`config.mk`:
```
export PLATFORM = sky130hd
export DESIGN_NAME = md_sequencer
export DESIGN_NICKNAME = d
export VERILOG_FILES = /design/src/rtl/md_sequencer.sv
export SDC_FILE = /design/constraint.sdc
export NUM_CORES = 1
export LEC_CHECK = 0
export ABC_AREA = 1
export CAP_MARGIN = 30
export CORE_MARGIN = 2
export CORE_UTILIZATION = 40
export CTS_BUF_LIST = sky130_fd_sc_hd__clkbuf_8
export CTS_CLUSTER_SIZE = 14
export DETAILED_ROUTE_END_ITERATION = 6
export GPL_ROUTABILITY_DRIVEN = 1
export SETUP_SLACK_MARGIN = 0.05
export SYNTH_ARGS = -nofsm -noshare
export SYNTH_HDL_FRONTEND = slang
export SYNTH_SLANG_ARGS = --single-unit
```
`constraint.sdc`:
```
create_clock -name clk -period 2.2 [get_ports clk]
set_input_delay 0.22 -clock clk [delete_from_list [all_inputs] [get_ports clk]]
set_output_delay 0.22 -clock clk [all_outputs]
set_load 0.1 [all_outputs]
```
`src/rtl/md_sequencer.sv`:
```
// md_sequencer: iterative RV32M multiply/divide unit beside the execute ALU.
// Captures forwarded operands on an M-op in execute, runs 32 shift-add
// multiply or restoring divide steps on magnitudes, sign-corrects in FIX and
// returns one result per op while stalling the front of the pipeline.
//
// Ports:
//   clk        pipeline clock, rising edge
//   rst        asynchronous active-low reset
//   StartE     M-op valid in execute (held while stalled)
//   MDOpE      funct3: MUL MULH MULHSU MULHU DIV DIVU REM REMU
//   Src_A/B    forwarded rs1/rs2 values
//   FlushE     kill the execute-stage op
//   StallMD    freeze IF/ID/ID-EX (combinational)
//   BusyE      registered, high in CALC/FIX/DONE
//   DoneE      one-cycle pulse, MDResultE valid
//   MDResultE  result, held until the next DoneE
//
// Build option: MD_ZERO_SKIP_EN -- multiplies with a zero operand skip CALC.
module md_sequencer #(
  parameter int unsigned XLEN  = 32,
  parameter int unsigned STEPS = 32
) (
  input  logic            clk,
  input  logic            rst,
  input  logic            StartE,
  input  logic [2:0]      MDOpE,
  input  logic [XLEN-1:0] Src_A,
  input  logic [XLEN-1:0] Src_B,
  input  logic            FlushE,
  output logic            StallMD,
  output logic            BusyE,
  output logic            DoneE,
  output logic [XLEN-1:0] MDResultE
);
  localparam int unsigned CW = $clog2(STEPS);

  typedef enum logic [1:0] {S_IDLE, S_CALC, S_FIX, S_DONE} state_e;

  state_e            state_q, state_d;
  logic [CW-1:0]     cnt_q, cnt_d;
  logic [2*XLEN-1:0] acc_q, acc_d;
  logic [XLEN-1:0]   opa_q, opa_d, opb_q, opb_d, result_q, result_d;
  logic [2:0]        op_q, op_d;
  logic              sa_q, sa_d, sb_q, sb_d, spec_q, spec_d;
  logic              done_q, done_d, busy_q, busy_d;

  logic              a_signed, b_signed, sa_in, sb_in;
  logic              div_zero, div_ovf, mul_zero;
  logic [XLEN-1:0]   mag_a, mag_b;
  logic [XLEN:0]     mul_sum, rem_sh, rem_diff;
  logic              rem_ge;
  logic [2*XLEN-1:0] prod_fix;
  logic [XLEN-1:0]   quot_fix, rem_fix, fix_res;

  // Operand decode at start: MULHSU treats only rs1 as signed
  always_comb begin
    a_signed = MDOpE inside {3'b000, 3'b001, 3'b010, 3'b100, 3'b110};
    b_signed = MDOpE inside {3'b000, 3'b001, 3'b100, 3'b110};
    sa_in    = a_signed & Src_A[XLEN-1];
    sb_in    = b_signed & Src_B[XLEN-1];
    mag_a    = sa_in ? -Src_A : Src_A;
    mag_b    = sb_in ? -Src_B : Src_B;
    div_zero = MDOpE[2] && (Src_B == '0);
    div_ovf  = (MDOpE == 3'b100 || MDOpE == 3'b110) &&
               (Src_A == {1'b1, {(XLEN-1){1'b0}}}) && (Src_B == '1);
`ifdef MD_ZERO_SKIP_EN
    mul_zero = !MDOpE[2] && (Src_A == '0 || Src_B == '0);
`else
    mul_zero = 1'b0;
`endif
  end

  // One iteration. Multiply: opb is the right-shifting multiplier, the carry
  // of the upper-half add shifts into bit 63. Divide: opa is the dividend,
  // shifted left so its MSB feeds the partial remainder in acc[63:32].
  always_comb begin
    mul_sum  = {1'b0, acc_q[2*XLEN-1:XLEN]} + (opb_q[0] ? {1'b0, opa_q} : '0);
    rem_sh   = {acc_q[2*XLEN-1:XLEN], opa_q[XLEN-1]};
    rem_ge   = rem_sh >= {1'b0, opb_q};
    rem_diff = rem_sh - {1'b0, opb_q};
  end

  // Sign correction; special cases preload acc with the final answer
  always_comb begin
    prod_fix = ((sa_q ^ sb_q) && !spec_q) ? -acc_q : acc_q;
    quot_fix = ((sa_q ^ sb_q) && !spec_q) ? -acc_q[XLEN-1:0] : acc_q[XLEN-1:0];
    rem_fix  = (sa_q && !spec_q) ? -acc_q[2*XLEN-1:XLEN] : acc_q[2*XLEN-1:XLEN];
    case (op_q)
      3'b000:                 fix_res = prod_fix[XLEN-1:0];
      3'b001, 3'b010, 3'b011: fix_res = prod_fix[2*XLEN-1:XLEN];
      3'b100, 3'b101:         fix_res = quot_fix;
      default:                fix_res = rem_fix;
    endcase
  end

  always_comb begin
    state_d  = state_q;
    cnt_d    = cnt_q;
    acc_d    = acc_q;
    opa_d    = opa_q;
    opb_d    = opb_q;
    op_d     = op_q;
    sa_d     = sa_q;
    sb_d     = sb_q;
    spec_d   = spec_q;
    result_d = result_q;
    done_d   = 1'b0;
    case (state_q)
      S_IDLE: begin
        if (StartE) begin
          op_d    = MDOpE;
          sa_d    = sa_in;
          sb_d    = sb_in;
          opa_d   = mag_a;
          opb_d   = mag_b;
          acc_d   = '0;
          cnt_d   = '0;
          spec_d  = 1'b0;
          state_d = S_CALC;
          if (div_zero) begin
            acc_d   = {Src_A, {XLEN{1'b1}}};
            spec_d  = 1'b1;
            state_d = S_FIX;
          end else if (div_ovf) begin
            acc_d   = {{XLEN{1'b0}}, 1'b1, {(XLEN-1){1'b0}}};
            spec_d  = 1'b1;
            state_d = S_FIX;
          end else if (mul_zero) begin
            spec_d  = 1'b1;
            state_d = S_FIX;
          end
        end
      end
      S_CALC: begin
        cnt_d = cnt_q + 1'b1;
        if (op_q[2]) begin
          acc_d = {(rem_ge ? rem_diff[XLEN-1:0] : rem_sh[XLEN-1:0]),
                   acc_q[XLEN-2:0], rem_ge};
          opa_d = opa_q << 1;
        end else begin
          acc_d = {mul_sum, acc_q[XLEN-1:1]};
          opb_d = opb_q >> 1;
        end
        if (cnt_q == CW'(STEPS-1)) state_d = S_FIX;
      end
      S_FIX: begin
        result_d = fix_res;
        done_d   = 1'b1;
        state_d  = S_DONE;
      end
      default: state_d = S_IDLE;
    endcase
    if (FlushE) begin
      state_d  = S_IDLE;
      done_d   = 1'b0;
      result_d = result_q;
    end
    busy_d = (state_d != S_IDLE);
  end

  always_ff @(posedge clk or negedge rst) begin
    if (!rst) begin
      state_q  <= S_IDLE;
      cnt_q    <= '0;
      acc_q    <= '0;
      opa_q    <= '0;
      opb_q    <= '0;
      op_q     <= '0;
      sa_q     <= 1'b0;
      sb_q     <= 1'b0;
      spec_q   <= 1'b0;
      result_q <= '0;
      done_q   <= 1'b0;
      busy_q   <= 1'b0;
    end else begin
      state_q  <= state_d;
      cnt_q    <= cnt_d;
      acc_q    <= acc_d;
      opa_q    <= opa_d;
      opb_q    <= opb_d;
      op_q     <= op_d;
      sa_q     <= sa_d;
      sb_q     <= sb_d;
      spec_q   <= spec_d;
      result_q <= result_d;
      done_q   <= done_d;
      busy_q   <= busy_d;
    end
  end

  // Gated by rst so a held StartE cannot stall the pipe during reset
  assign StallMD   = rst & ~FlushE &
                     (((state_q == S_IDLE) & StartE) | (state_q == S_CALC) |
                      (state_q == S_FIX));
  assign BusyE     = busy_q;
  assign DoneE     = done_q;
  assign MDResultE = result_q;

endmodule

```
==> results of run 1 <==
==> cells by family after synthesis <==
| logic type | Yosys count | synth area share, % |
|---|---|---|
| and+or+nand+nor | 1933 | 42.87 |
| buffers and inverters | 590 | 12.23 |
| muxes | 1 | 0.05204 |
| AOI/OAI and AO/OA | 466 | 14.27 |
| xor gates and xnor gates | 64 | 2.914 |
| adders and majority gates | 74 | 4.892 |
| DFF | 175 | 22.77 |
==> layer usage <==
| layer | global-route usage [%] | wire [µm] | vias to the layer above | share of wire [%] |
|---|---|---|---|---|
| li1 | - | - | 12210 | - |
| met1 | 46.06 | 38190 | 12120 | 38 |
| met2 | 64.61 | 46180 | 1273 | 46 |
| met3 | 7.915 | 8065 | 370 | 8.0 |
| met4 | 29.98 | 8609 | 0 | 8.5 |
| met5 | 0 | 0 | - | 0 |
==> state kept, by name (all words and copies together), names as in the netlist <==
signal and flops:
op_q 3, state_q 2, opa_q 32, sa_q 1
spec_q 1, opb_q 32, MDResultE 32, BusyE 1
DoneE 1, sb_q 1, cnt_q 5, acc_q 64
==> worst paths after layout <==
check,startpoint,depth (start not counted),endpoint,slack (ns)
min reg2reg,opb_q[25]$_DFFE_PN0P_,2,opb_q[25]$_DFFE_PN0P_,0.49
max,opb_q[0]$_DFFE_PN0P_,17,acc_q[54]$_DFFE_PN0P_,-0.27
min,rst,2,acc_q[29]$_DFFE_PN0P_,0.08
max reg2reg,opb_q[0]$_DFFE_PN0P_,17,acc_q[54]$_DFFE_PN0P_,-0.27
max in group asynchronous,rst,3,acc_q[48]$_DFFE_PN0P_,1.26
min in group clk,MDOpE[1],3,op_q[1]$_DFFE_PN0P_,0.25
==> cells in the final DEF (no fill, tap or decap), types with 69 or more instances in the layout <==
master | Yosys | routed
nand2_2 | 7 | 134
a21oi_1 | 141 | 113
o21ai_0 | 167 | 135
clkdlybuf4s50_1 | 0 | 69
nand3_2 | 23 | 102
nand2_1 | 1000 | 834
buf_4 | 2 | 698
nor2_2 | 12 | 84
dfrtp_1 | 175 | 151
inv_1 | 470 | 405
nor2_1 | 423 | 294
nand3_1 | 303 | 209
==> timing repair <==
item	in CTS	in global routing
gates resized for setup	448	414
gates cloned	5	1
hold buffers	1	0
setup endpoints to repair	63	66
buffers inserted	27	47
endpoints found under the hold margin	175	0
pin swaps	115	169
==> per-stage QoR <==
| stage | hold WS (ns) | power, µW | utilization [%] | TNS (ns) | worst slack, ns |
|---|---|---|---|---|---|
| after global routing | 0.08562 | 35020 | 63.64 | -8.908 | -0.3528 |
| after global placement | 0.1232 | 24700 | 54.42 | -24.75 | -0.6516 |
| after CTS | 0.04545 | 30420 | 59.96 | -4.299 | -0.2125 |
| after floorplan | -0.07559 | 14550 | - | -0.03477 | -0.03477 |
| final | 0.08033 | 33240 | 63.64 | -6.077 | -0.2740 |
| after detailed placement | 0.1225 | 24850 | 54.42 | -30.24 | -0.6650 |
==> critical path, cell delays in order, from the launching register on <==
cell and delay (ns):
dfrtp_2 0.50, buf_8 0.18, buf_4 0.15, nand2_1 0.06, inv_1 0.06, ha_4 0.31
nand2_2 0.10, nor2_2 0.14, inv_1 0.08, nor2_1 0.12, nor2_1 0.08, buf_4 0.14
nand3_1 0.07, nand2_1 0.07, nand3_2 0.08, nand2_1 0.07, nand2_2 0.08, nand3_1 0.08
==> report_power, final <==
group          internal [µW]  switching (µW)
sequential              3950             831
combinational          11200           14800
clock                    940            1490
==> layout make-up <==
class                   count  area share [%]
clock inverters            14          0.4333
diodes                      1        0.008253
flip-flops and latches    175           14.54
inverters                 482           6.037
repair buffers            867           24.22
multi-input cells        2539           51.41
clock buffers              18          0.8170
well taps                 615           2.538
==> results_dict.tcl, run 1 <==
set metrics [dict create \
    cts-root-buf "clkbuf_8" \
    clock_insertion_delay_worst_skew_ns 0.59 \
    tritoncts_clock_tree "built" \
    drc 0 \
    clock.fmax_mhz 404.2 \
    grt_max_degree 97 \
    postPlaceCellArea_mm2 0.02593 \
    coreArea_mm2 0.04765 \
    antenna_violations_before_repair 1 \
    drt-pass1-iter-count 7 \
    worst-endpoint-arrival_ns 2.95 \
    period_share_pct 112.5 \
    timing.critical_path.from_type "flop" \
    async_reset_ff_share_pct 100.0 \
    finalInstanceArea_mm2 0.03032 \
    clock_edge_transition_at_the_registers_on_the_reported_setup_and_hold_paths_ns 0.11 \
    vias 25970 \
    first_pass_grt_wire_length_um 148400 \
    final_hold_fails 0 \
    postRouteAntennaNets 0 \
    synth.largest_area_cell "dfrtp_1" \
    ioPinCount 106 \
    starting_density_of_the_core_pct 40.37 \
    fp-row-count 80 \
    worst_ir_drop_vdd_uv 624.8 \
    drive_above_1_share_pct 37.41 \
    layout.nets 4227 \
    setup_violations 32 \
    yosysTopAreaCellShare_pct 22.77 \
    post_layout_instance_count_excluding_filler_cells 4711 \
    synth_flop_cell "dfrtp_1" \
    post-dp-hpwl_um 78370 \
    cp-end-kind "flop" \
    cts_inserted_buffers 17 \
    status "finished with violations" \
    grt_remaining_overflow 0 \
    wl_per_cell_um 21.45 \
    register_area_mm2 0.004409 \
    slew_headroom_pct 64.74 \
    p_leak_uw 0.01541 \
    dpl.cell_count 4603 \
    vias_per_cell 5.512 \
    critical_path_required_ns 2.67 \
    postSynthRegisterBits 175 \
    die_height_um 223.3 \
    critical_path_peak_fanout 7 \
    count_of_flip_flops_with_a_built_in_enable_after_synthesis 0 \
    synth.top_cells.by_area "dfrtp_1 23%, nand2_1 20%, inv_1 9.2%" \
    place.gp.congestion 1.008 \
    timing.final.max_slew_violations 0 \
    first_global_vias 25200 \
    syn_avg_cell_area_um2 5.823 \
    portBuffers 105 \
    die_area_mm2 0.04985 \
    yosys-top-cells-count "1000 x nand2_1, 470 x inv_1, 423 x nor2_1" \
    tightestPinTransition_ns 0.5289 \
    gr-usage-all-layers_pct 39.63 \
    yosysSeqAreaShare_pct 22.77 \
    worstSetupPathType "flop to flop" \
    final.min_clock_period_ns 2.474 \
    holdCritPathClass "input port to asynchronous set/reset pin" \
    multiInputGateArea_mm2 0.01559 \
    area_growth_syn_to_layout_pct 57.65 \
    yosys_warnings 0 \
    synthCells 3303 \
    final.fill_count 4381 \
    synthesis.area_mm2 0.01923 \
    drv.max_cap_violation_count 0 \
    power-per-cell-area_mw_per_mm2 1096 \
    synth.net_count 3448 \
    yosys.cell_count.top_type "nand2_1" \
    htreeDepth 4 \
    rsz0062_at_grt "yes" \
    drt_first_iter_violations 2306 \
    max-clock-path-buffers 2 \
    die_width_um 223.3 \
    final_critical_path_setup_slack_ns -0.2740 \
    worst_clock_skew_ns 0.01594 \
    cts_sinks 175 \
    netlist-cell-type-count 55 \
    routed_wirelength_um 101000 \
    violations "negative setup slack" \
]
Power figures use the tool's default switching activity.
==> run 2: changes to the inputs <==
- clock period: 2.2 -> 2.1 ns (I/O delays scaled with it)
==> run 2 against run 1 <==
Compared with the run above: the flow finishes with violations (design-rule violations, negative setup slack); register-to-register slack worse by 0.11 ns; via count increased by 1.5%; flip-flop and latch count unchanged; critical path type unchanged; largest cell class unchanged; cell count grew 1.8%; global-route usage down 0.68 points; clock skew grew 0.012 ns; utilization is 2.0 points higher; clock-buffer cell count rose by 1.
==> results_dict.tcl, run 2 (same netlist as run 1, synthesis figures left out) <==
set metrics [dict create \
    status "finished with violations" \
    violations "design-rule violations, negative setup slack" \
    routed_wirelength_um 100800 \
    cts_inserted_buffers 17 \
    vias_per_cell 5.499 \
    clock_insertion_delay_worst_skew_ns 0.59 \
    drive_above_1_share_pct 39.12 \
    postRouteAntennaNets 0 \
    antenna_violations_before_repair 0 \
    period_share_pct 118.2 \
    vias 26360 \
    cts_sinks 175 \
    starting_density_of_the_core_pct 40.37 \
    power_switching_share_pct 51.23 \
    clock_edge_transition_at_the_registers_on_the_reported_setup_and_hold_paths_ns 0.12 \
    first_pass_grt_wire_length_um 146500 \
    cp-end-kind "flop" \
    holdCritPathClass "input port to flop" \
    htreeDepth 4 \
    critPathMaxStageDelay_ns 0.50 \
    place_ws_ns -0.6008 \
    p_clk_share_pct 7.1 \
    max-clock-path-buffers 2 \
    ioPinCount 106 \
    timing.critical_path.from_type "flop" \
    drt-pass1-iter-count 7 \
    setup_violations 59 \
    gr-usage-all-layers_pct 38.94 \
    tritoncts_clock_tree "built" \
    grt_remaining_overflow 0 \
    layout.core_utilization_pct 65.61 \
    portBuffers 105 \
    totalPowerFinal_uw 35340 \
    drc 5 \
    worst_clock_skew_ns 0.02786 \
    wl_per_cell_um 21.03 \
    coreArea_mm2 0.04765 \
    final_hold_fails 0 \
    die_width_um 223.3 \
    final_critical_path_setup_slack_ns -0.3823 \
    fp-row-count 80 \
    die_area_mm2 0.04985 \
    power-per-cell-area_mw_per_mm2 1131 \
    die_height_um 223.3 \
    top_register "acc_q" \
    drt_first_iter_violations 2482 \
    seq_power_share_pct 14.2 \
    worst-endpoint-arrival_ns 2.98 \
    crit_slowest_cell "dfrtp_2" \
    timing.final.max_slew_violations 0 \
    crit_path_frequent_cell "nand3_4" \
    final_common_cell "nand2_1" \
    post-dp-hpwl_um 78200 \
    commonest_non_fill_non_tap_cells_in_the_layout "829 x nand2_1, 760 x buf_4, 396 x inv_1, 292 x nor2_1, 205 x nand3_1" \
    cts-root-buf "clkbuf_8" \
    crit_path_cell_trace "buf_12 > nand2_8 > inv_4 > ha_4 > fa_2 > nand3_4 > nand3_4 > nand2_4 > nand2_4 > buf_6 > buf_6 > nand3_4 > nand3b_1 > nand3_2 > nand3_2 > nor2_1 > nor2_1" \
    critical_path_peak_fanout 6 \
    slew_headroom_pct 62.68 \
    p_leak_uw 0.01587 \
    critical_path_required_ns 2.60 \
    worstSetupPathType "flop to flop" \
    area_growth_syn_to_layout_pct 62.53 \
    switchingPower_uw 18110 \
    intPower_uw 17240 \
    diodes 0 \
    tightestPinTransition_ns 0.5598 \
    drv.max_cap_violation_count 0 \
    largest_register_ffs 64 \
    clock.fmax_mhz 402.8 \
    rsz0062_at_grt "yes" \
    first_global_vias 25070 \
    combinationalPowerShare_pct 78.7 \
    worst_ir_drop_vdd_uv 765.7 \
    place.gp.congestion 1.044 \
    grt_max_degree 102 \
    layout.nets 4312 \
    fin_hold_ws_ns 0.2001 \
    final.min_clock_period_ns 2.482 \
]
-- run 2: changes by cell type in the layout (fill, tap and decap cells not counted), moves of 7 or more --
| cell | previous run | this run |
|---|---|---|
| nor3_4 | 11 | 4 |
| nor2_2 | 84 | 74 |
| buf_4 | 698 | 760 |
| buf_6 | 68 | 85 |
| nor2_4 | 62 | 74 |
| inv_1 | 405 | 396 |
| nand2_4 | 39 | 47 |
| a21oi_1 | 113 | 106 |
| nand3_4 | 15 | 23 |
| inv_4 | 5 | 13 |
-- run 2: final cells by class --
class | instances | area (µm²)
Clock buffer | 19 | 261.5
Sequential cell | 175 | 4407
Multi-Input combinational cell | 2538 | 15720
Tap cell | 615 | 769.5
Clock inverter | 12 | 105.1
Timing Repair Buffer | 953 | 8120
Fill cell | 4346 | 16390
Inverter | 482 | 1877
-- run 2: power groups by stage --
stage / clock [µW] / combinational [µW] / sequential, µW
2_1_floorplan: 0 / 10100 / 5160
3_3_place_gp: 0 / 21300 / 4830
3_5_place_dp: 0 / 21400 / 4840
5_1_grt: 2620 / 29500 / 5060
4_1_cts: 2530 / 24600 / 4900
6_report: 2510 / 27800 / 5010
-- run 2: path summary, 6_finish.rpt --
check / start / end / slack, ns / cells past startpoint
max in group asynchronous: rst / acc_q[50]$_DFFE_PN0P_ / 1.30 / 3
setup reg to reg: opb_q[0]$_DFFE_PN0P_ / acc_q[45]$_DFFE_PN0P_ / -0.38 / 17
hold / removal: MDOpE[1] / op_q[1]$_DFFE_PN0P_ / 0.20 / 3
min in group asynchronous: rst / acc_q[30]$_DFFE_PN0P_ / 0.29 / 3
setup / recovery: opb_q[0]$_DFFE_PN0P_ / acc_q[45]$_DFFE_PN0P_ / -0.38 / 17
hold reg to reg: MDResultE[15]$_DFFE_PN0P_ / MDResultE[15]$_DFFE_PN0P_ / 0.49 / 2
-- run 2: critical path: cells and delay by family (launching register included) --
family,cells,cell delay [ns]
AND/OR/NAND/NOR,11,0.91
adder cells (fa/ha/maj),2,0.55
flip-flops,1,0.50
buffers and inverters,4,0.44
-- run 2: what timing repair did --
item / in CTS / in global routing
buffers inserted: 45 / 63
pin swaps: 118 / 251
setup endpoints to repair: 64 / 71
endpoints found under the hold margin: 175 / 0
gates cloned: 4 / 2
hold buffers: 1 / 0
gates resized for setup: 431 / 519
-- run 2: metrics by stage --
stage	TNS, ns	instances	cell area, µm²
6_report	-11.85	4794	31260
2_1_floorplan	-0.3908	3303	19340
5_1_grt	-16.71	4794	31260
4_1_cts	-10.48	4746	29110
3_5_place_dp	-37.97	4665	26500
3_3_place_gp	-34.49	4665	26500
-- run 2: per-layer routing --
| metal | global-route usage, % | routed length [µm] | share of wire [%] |
|---|---|---|---|
| met1 | 46.34 | 39190 | 39 |
| met2 | 64.95 | 46310 | 46 |
| met3 | 5.387 | 6678 | 6.6 |
| met4 | 27.38 | 8657 | 8.6 |
| met5 | 0 | 0 | 0 |
